File: src/rtl/alu_md_pkg.sv
// rtl/alu_md_pkg.sv - opcodes, FSM states and op-class decode for alu_md
package alu_md_pkg;

    localparam int ALU_OP_WIDTH = 5;

    typedef enum logic [ALU_OP_WIDTH-1:0] {
        OP_ADD    = 5'd0,
        OP_SUB    = 5'd1,
        OP_AND    = 5'd2,
        OP_OR     = 5'd3,
        OP_XOR    = 5'd4,
        OP_SHL    = 5'd5,
        OP_SHR    = 5'd6,
        OP_SHRA   = 5'd7,
        OP_EQ     = 5'd8,
        OP_NEQ    = 5'd9,
        OP_LT     = 5'd10,
        OP_LTU    = 5'd11,
        OP_GE     = 5'd12,
        OP_GEU    = 5'd13,
        OP_MUL    = 5'd16,
        OP_MULH   = 5'd17,
        OP_MULHSU = 5'd18,
        OP_MULHU  = 5'd19,
        OP_DIV    = 5'd20,
        OP_DIVU   = 5'd21,
        OP_REM    = 5'd22,
        OP_REMU   = 5'd23
    } alu_op_e;

    typedef enum logic [1:0] {
        ST_IDLE = 2'd0,
        ST_MUL  = 2'd1,
        ST_DIV  = 2'd2
    } md_state_e;

    // Multiply ops occupy 16..19, divide ops 20..23; bit 0 clear = signed, bit 1 set = remainder.
    function automatic logic is_mul_op(input logic [ALU_OP_WIDTH-1:0] op);
        return op[4:2] == 3'b100;
    endfunction

    function automatic logic is_div_op(input logic [ALU_OP_WIDTH-1:0] op);
        return op[4:2] == 3'b101;
    endfunction

endpackage

File: src/rtl/alu_md_div.sv
// rtl/alu_md_div.sv - radix-2 restoring divider, one quotient bit per enabled cycle
module alu_md_div #(
    parameter int XLEN = 32
) (
    input  logic            clk,
    input  logic            rst,
    input  logic            en_i,
    input  logic            start_i,
    input  logic            abort_i,
    input  logic            signed_i,
    input  logic [XLEN-1:0] a_i,
    input  logic [XLEN-1:0] b_i,
    output logic            done_o,
    output logic [XLEN-1:0] quo_o,
    output logic [XLEN-1:0] rem_o
);
    localparam int CW = $clog2(XLEN + 1);
    localparam logic [CW-1:0] LAST = CW'(XLEN);

    logic            run_q;
    logic [CW-1:0]   cnt_q;
    logic [XLEN-1:0] acc_q, quo_q, dvs_q, dvd_q;
    logic            neg_quo_q, neg_rem_q, dz_q;

    logic            a_neg, b_neg, ge;
    logic [XLEN:0]   shl, diff;
    logic [XLEN-1:0] quo_fix, rem_fix;

    assign a_neg = signed_i & a_i[XLEN-1];
    assign b_neg = signed_i & b_i[XLEN-1];
    assign shl   = {acc_q, quo_q[XLEN-1]};
    assign diff  = shl - {1'b0, dvs_q};
    assign ge    = ~diff[XLEN];

    always_ff @(posedge clk or posedge rst) begin
        if (rst) begin
            run_q     <= 1'b0;
            cnt_q     <= '0;
            acc_q     <= '0;
            quo_q     <= '0;
            dvs_q     <= '0;
            dvd_q     <= '0;
            neg_quo_q <= 1'b0;
            neg_rem_q <= 1'b0;
            dz_q      <= 1'b0;
        end else if (en_i) begin
            if (abort_i) begin
                run_q <= 1'b0;
                cnt_q <= '0;
            end else if (start_i) begin
                run_q     <= 1'b1;
                cnt_q     <= '0;
                acc_q     <= '0;
                quo_q     <= a_neg ? -a_i : a_i;
                dvs_q     <= b_neg ? -b_i : b_i;
                dvd_q     <= a_i;
                neg_quo_q <= a_neg ^ b_neg;
                neg_rem_q <= a_neg;
                dz_q      <= (b_i == '0);
            end else if (run_q) begin
                if (cnt_q == LAST) begin
                    run_q <= 1'b0;
                    cnt_q <= '0;
                end else begin
                    acc_q <= ge ? diff[XLEN-1:0] : shl[XLEN-1:0];
                    quo_q <= {quo_q[XLEN-2:0], ge};
                    cnt_q <= cnt_q + 1'b1;
                end
            end
        end
    end

    // Sign fix-up happens combinationally in the final cycle; the top registers it.
    assign quo_fix = neg_quo_q ? -quo_q : quo_q;
    assign rem_fix = neg_rem_q ? -acc_q : acc_q;
    assign done_o  = run_q && (cnt_q == LAST);
    assign quo_o   = dz_q ? '1 : quo_fix;
    assign rem_o   = dz_q ? dvd_q : rem_fix;

endmodule

File: src/rtl/alu_md.sv
// rtl/alu_md.sv - single-cycle ALU with pipelined multiplier and iterative divider
module alu_md
    import alu_md_pkg::*;
#(
    parameter int XLEN    = 32,
    parameter int ROB_W   = 4,
    parameter int MUL_LAT = 2
) (
    input  logic                    clk,
    input  logic                    rst,
    input  logic                    rdy,
    input  logic                    flush,
    input  logic                    rs_ready,
    input  logic [ALU_OP_WIDTH-1:0] rs_op,
    input  logic [XLEN-1:0]         rs_val1,
    input  logic [XLEN-1:0]         rs_val2,
    input  logic [ROB_W-1:0]        rs_id,
    output logic                    alu_busy,
    output logic                    alu_ready,
    output logic [XLEN-1:0]         alu_res,
    output logic [ROB_W-1:0]        alu_id
);
    localparam int SHW = $clog2(XLEN);

    md_state_e       state_q, state_d;
    logic            ready_q, ready_d;
    logic [XLEN-1:0] res_q, res_d;
    logic [ROB_W-1:0] id_q, id_d, tag_q, mul_tag;
    logic            div_rem_q;

    logic            accept, op_mul, op_div, acc_sc, acc_mul, acc_div;
    logic [SHW-1:0]  shamt;
    logic [XLEN-1:0] sc_res, mul_sel, mul_out, div_quo, div_rem;
    logic            mul_done, div_done, a_sgn, b_sgn;
    logic [2*XLEN-1:0] mul_a, mul_b, mul_p;

    assign op_mul  = is_mul_op(rs_op);
    assign op_div  = is_div_op(rs_op);
    assign accept  = rdy & rs_ready & ~alu_busy & ~flush;
    assign acc_mul = accept & op_mul;
    assign acc_div = accept & op_div;
    assign acc_sc  = accept & ~op_mul & ~op_div;
    assign shamt   = rs_val2[SHW-1:0];

    always_comb begin
        sc_res = '0;
        case (alu_op_e'(rs_op))
            OP_ADD:  sc_res = rs_val1 + rs_val2;
            OP_SUB:  sc_res = rs_val1 - rs_val2;
            OP_AND:  sc_res = rs_val1 & rs_val2;
            OP_OR:   sc_res = rs_val1 | rs_val2;
            OP_XOR:  sc_res = rs_val1 ^ rs_val2;
            OP_SHL:  sc_res = rs_val1 << shamt;
            OP_SHR:  sc_res = rs_val1 >> shamt;
            OP_SHRA: sc_res = $unsigned($signed(rs_val1) >>> shamt);
            OP_EQ:   sc_res = XLEN'(rs_val1 == rs_val2);
            OP_NEQ:  sc_res = XLEN'(rs_val1 != rs_val2);
            OP_LT:   sc_res = XLEN'($signed(rs_val1) < $signed(rs_val2));
            OP_LTU:  sc_res = XLEN'(rs_val1 < rs_val2);
            OP_GE:   sc_res = XLEN'($signed(rs_val1) >= $signed(rs_val2));
            OP_GEU:  sc_res = XLEN'(rs_val1 >= rs_val2);
            default: sc_res = '0;
        endcase
    end

    // Sign-extend to 2*XLEN so one unsigned multiply covers all RV32M signedness cases.
    assign a_sgn   = (rs_op == OP_MULH) || (rs_op == OP_MULHSU);
    assign b_sgn   = (rs_op == OP_MULH);
    assign mul_a   = {{XLEN{a_sgn & rs_val1[XLEN-1]}}, rs_val1};
    assign mul_b   = {{XLEN{b_sgn & rs_val2[XLEN-1]}}, rs_val2};
    assign mul_p   = mul_a * mul_b;
    assign mul_sel = (rs_op == OP_MUL) ? mul_p[XLEN-1:0] : mul_p[2*XLEN-1:XLEN];

    generate
        if (MUL_LAT == 1) begin : g_mul_direct
            assign mul_done = acc_mul;
            assign mul_out  = mul_sel;
            assign mul_tag  = rs_id;
        end else begin : g_mul_pipe
            localparam int D = MUL_LAT - 1;
            logic [D-1:0]    mv_q;
            logic [XLEN-1:0] md_q [D];

            always_ff @(posedge clk or posedge rst) begin
                if (rst) begin
                    mv_q <= '0;
                    for (int i = 0; i < D; i++) md_q[i] <= '0;
                end else if (rdy) begin
                    if (flush) begin
                        mv_q <= '0;
                    end else begin
                        mv_q[0] <= acc_mul;
                        md_q[0] <= mul_sel;
                        for (int i = 1; i < D; i++) begin
                            mv_q[i] <= mv_q[i-1];
                            md_q[i] <= md_q[i-1];
                        end
                    end
                end
            end

            assign mul_done = mv_q[D-1];
            assign mul_out  = md_q[D-1];
            assign mul_tag  = tag_q;
        end
    endgenerate

    alu_md_div #(.XLEN(XLEN)) u_div (
        .clk      (clk),
        .rst      (rst),
        .en_i     (rdy),
        .start_i  (acc_div),
        .abort_i  (flush),
        .signed_i (~rs_op[0]),
        .a_i      (rs_val1),
        .b_i      (rs_val2),
        .done_o   (div_done),
        .quo_o    (div_quo),
        .rem_o    (div_rem)
    );

    always_ff @(posedge clk or posedge rst) begin
        if (rst) begin
            state_q <= ST_IDLE;
        end else if (rdy) begin
            state_q <= state_d;
        end
    end

    // Busy covers every cycle up to and including the one presenting the result.
    always_comb begin
        state_d = state_q;
        if (flush) begin
            state_d = ST_IDLE;
        end else begin
            case (state_q)
                ST_IDLE: begin
                    if (acc_mul)      state_d = ST_MUL;
                    else if (acc_div) state_d = ST_DIV;
                end
                ST_MUL, ST_DIV: begin
                    if (ready_q) state_d = ST_IDLE;
                end
                default: state_d = ST_IDLE;
            endcase
        end
    end

    always_comb begin
        alu_busy = (state_q != ST_IDLE);
    end

    always_comb begin
        ready_d = 1'b0;
        res_d   = res_q;
        id_d    = id_q;
        if (acc_sc) begin
            ready_d = 1'b1;
            res_d   = sc_res;
            id_d    = rs_id;
        end else if (mul_done) begin
            ready_d = 1'b1;
            res_d   = mul_out;
            id_d    = mul_tag;
        end else if (div_done) begin
            ready_d = 1'b1;
            res_d   = div_rem_q ? div_rem : div_quo;
            id_d    = tag_q;
        end
    end

    always_ff @(posedge clk or posedge rst) begin
        if (rst) begin
            ready_q   <= 1'b0;
            res_q     <= '0;
            id_q      <= '0;
            tag_q     <= '0;
            div_rem_q <= 1'b0;
        end else if (rdy) begin
            if (flush) begin
                ready_q <= 1'b0;
            end else begin
                ready_q <= ready_d;
                res_q   <= res_d;
                id_q    <= id_d;
            end
            if (acc_mul || acc_div) tag_q <= rs_id;
            if (acc_div) div_rem_q <= rs_op[1];
        end
    end

    assign alu_ready = ready_q;
    assign alu_res   = res_q;
    assign alu_id    = id_q;

endmodule

File: config.mk
export PLATFORM = sky130hd
export DESIGN_NAME = alu_md
export DESIGN_NICKNAME = d
export VERILOG_FILES = /design/src/rtl/alu_md_pkg.sv /design/src/rtl/alu_md_div.sv /design/src/rtl/alu_md.sv
export SDC_FILE = /design/constraint.sdc
export NUM_CORES = 2
export LEC_CHECK = 0
export ABC_AREA = 0
export BUFFER_PORTS_ARGS = -buffer_cell sky130_fd_sc_hd__buf_2
export CORE_ASPECT_RATIO = 0.5
export CORE_MARGIN = 2
export CORE_UTILIZATION = 50
export DETAILED_ROUTE_END_ITERATION = 6
export PLACE_DENSITY = 0.68
export SYNTH_ARGS = -nofsm -noshare
export SYNTH_HDL_FRONTEND = slang
export SYNTH_HIERARCHICAL = 1
export SYNTH_SLANG_ARGS = --single-unit
File: constraint.sdc
create_clock -name clk -period 6 [get_ports clk]
set_input_delay 0.6 -clock clk [delete_from_list [all_inputs] [get_ports clk]]
set_output_delay 0.6 -clock clk [all_outputs]
set_load 0.03 [all_outputs]
==> flow_summary.yaml <==
final_layout:
  area_delta_synth_final_pct: 20.95
  layout-drive-gt1-share_pct: 20.38
  nets: 9414
  layout.cells.non_filler: 9479
timing:
  fin_skew_ns: 0.04269
  hold_viol_final: 0
  rsz0062_at_grt: "yes"
  period_share_pct: 131.6
  finalSetupViolations: 32
  slew_headroom_pct: -5.018
  worst_pin_slew_ns: 1.569
  setup_ws_ns: -1.896
  slew_violations: 28
  finalSetupTns_ns: -53.38
  fin_crit_ns: 7.896
  max_freq_ghz: 0.1266
logic_synthesis:
  yosysWarnings: 6
  post-synth-top-count-cell: "inv_1"
  syn-instance-count: 7157
  synth-seq-area-share_pct: 8.949
  async_reset_ff_share_pct: 100.0
  yosysUniqueCellTypes: 102
  synth_top_cell_area_share_pct: 37.56
  synth_edf_count: 0
  ys_ff_latch: 215
  synth_nets: 8711
  mappedNetlistArea_sq_um: 60120
  yosys.area.top_type: "fa_1"
  syn_avg_cell_area_sq_um: 8.400
  synthTopCellsByArea: "fa_1, dfrtp_1, inv_1, nand2_1, ha_1"
  ys.flop_type: "dfrtp_1"
  synth.cells.most_frequent: "inv_1, nand2_1, fa_1"
clock_tree:
  cts_num_sinks: 215
  cts_buffers: 27
  ctsHoldBuffers: 0
  cts_tree: "built"
  htreeDepth: 1
  clk_latency_ns: 0.63
  root_buffer: "clkbuf_16"
  clk_pin_slew_worst_paths_ns: 0.07
  clockBufferDepth: 3
setup_path:
  critPathCaptureType: "flip-flop"
  start_kind: "input port"
  cp.arrival_ns: 8.38
  rr_startpoint: "u_div/acc_q[0]"
  worst_path_max_delay_cell: "fa_1"
  crit_buf_inv: 11
  critical-path-top-delay-family: "adder cells"
  crit_path_start: "rs_op[3]"
  worstPathRequired_ns: 6.49
  worstSetupPathType: "in2reg"
  slowest_delay_ns: 0.59
  critPathMostFrequentCell: "fa_1"
  cp_max_fo: 7
floorplan:
  num_io_pins: 116
  die_h_microns: 249.2
  core_sq_um: 118600
  rows: 89
  start_util_pct: 50.69
  fp.dieW_microns: 494.4
  die-area_sq_um: 123200
placement:
  portBuffers: 115
  dp_slack_ns: -2.552
  dp_cells: 9326
  gp_congestion: 1.070
  post-dp-hpwl_mm: 213.6
grt:
  grt_pass1_wl_mm: 378.2
  first_global_vias: 56630
  grt_max_degree: 80
  track_usage_pct: 41.79
  antenna_found_initial: 17
  grt_remaining_overflow: 0
detailed_routing:
  wl_mm: 257.8
  drt_iter0_markers: 6596
  drcViolationCount: 5
  wl_per_cell_microns: 27.20
  firstDrtPassIters: 7
  via_per_inst: 5.981
  vias: 56690
  drtAntennaViolNets: 0
min_path:
  hold_class: "in2async"
outcome:
  violations: "design-rule violations, max-capacitance violations, max-slew violations, negative setup slack"
  status: "finished, violations left"
flow_run:
  drv_cap: 2
worst paths after layout:
path | depth (start not counted) | endpoint | slack, ns
min in group clk | 2 | mul_tag[3] | 0.23
hold / removal | 2 | alu_id[2] | 0.03
max in group asynchronous | 3 | u_div/dz_q | 4.57
setup / recovery | 34 | g_mul_pipe.md_q[29] | -1.90
setup reg to reg | 18 | alu_res[30] | 1.08
hold reg to reg | 2 | u_div/dvs_q[12] | 0.48
repair_timing:
item / 4_1_cts / 5_1_grt
buffers inserted: 67 / 35
cloned: 4 / 0
endpoints found under the setup margin: 32 / 32
gates resized for setup: 309 / 145
pin swaps: 156 / 159
per-stage QoR:
stage               utilization [%]  cell area, sq um  hold WS, ns
floorplan                         -             60830       0.4497
global placement              58.19             69000       0.4605
detailed placement            58.19             69000       0.4671
CTS                           60.61             71890      0.05503
global route                  61.30             72700      0.08614
finish                        61.31             72710      0.03241
kinds of logic (layout without fill, tap and decap cells):
group / count (synthesis) / in the layout / synth area share, %
AO/OA/AOI/OAI: 1154 / 1154 / 12.32
XOR/XNOR: 224 / 224 / 3.263
adder cells (fa/ha/maj): 1476 / 1476 / 44.80
buffers and inverters: 1752 / 2476 / 11.19
flip-flops: 215 / 215 / 8.949
multiplexers: 184 / 184 / 4.445
other: 0 / 6 / 0
AND/OR/NAND/NOR: 2152 / 2152 / 15.03
cell type report:
| cell class | count | area [sq um] |
|---|---|---|
| clock buffer | 35 | 755.7 |
| multi-input combinational | 5190 | 49720 |
| inverter | 1326 | 5002 |
| antenna | 6 | 15.01 |
| tap | 1592 | 1992 |
| timing repair buffer | 1100 | 9646 |
| clock inverter | 15 | 196.4 |
| fill | 10280 | 45880 |
| sequential | 215 | 5383 |
sequential cells by signal (all words and copies together), names as in the netlist:
| signal | flops |
|---|---|
| alu_res | 32 |
| u_div/neg_rem_q | 1 |
| u_div/quo_q | 32 |
| state_q | 2 |
| alu_ready | 1 |
| u_div/neg_quo_q | 1 |
| g_mul_pipe.mv_q | 1 |
| u_div/dvs_q | 32 |
| u_div/acc_q | 32 |
| alu_id | 4 |
| mul_tag | 4 |
| u_div/cnt_q | 6 |
| g_mul_pipe.md_q | 32 |
| u_div/dvd_q | 32 |
| u_div/run_q | 1 |
| div_rem_q | 1 |
| u_div/dz_q | 1 |
per-layer routing:
| metal | GRT usage (%) | wire length, microns | vias to the layer above |
|---|---|---|---|
| met4 | 15.62 | 11780 | 20 |
| li1 | - | - | 24030 |
| met1 | 58.95 | 104100 | 28660 |
| met3 | 15.87 | 37700 | 585 |
| met2 | 57.91 | 104100 | 3398 |
| met5 | 0 | 126 | - |
cells in the final DEF, fill, tap and decap left out, drive strengths merged, types with 32 or more instances in the layout:
cell type / count
a22oi: 32
nand3: 86
nor3: 94
xnor2: 113
a31oi: 32
ha: 348
o31ai: 38
nand2: 1182
mux4: 62
fa: 1128
nor4: 34
mux2: 41
a21oi: 280
mux2i: 81
dfrtp: 215
xor2: 111
nor2: 545
inv: 1316
buf: 1095
o21ai: 371
clkbuf: 37
nand2b: 33
a21o: 62
Power is left out: the tool's default activity adds up to more than one toggle a clock period on the data nets, which glitch-free logic cannot reach.
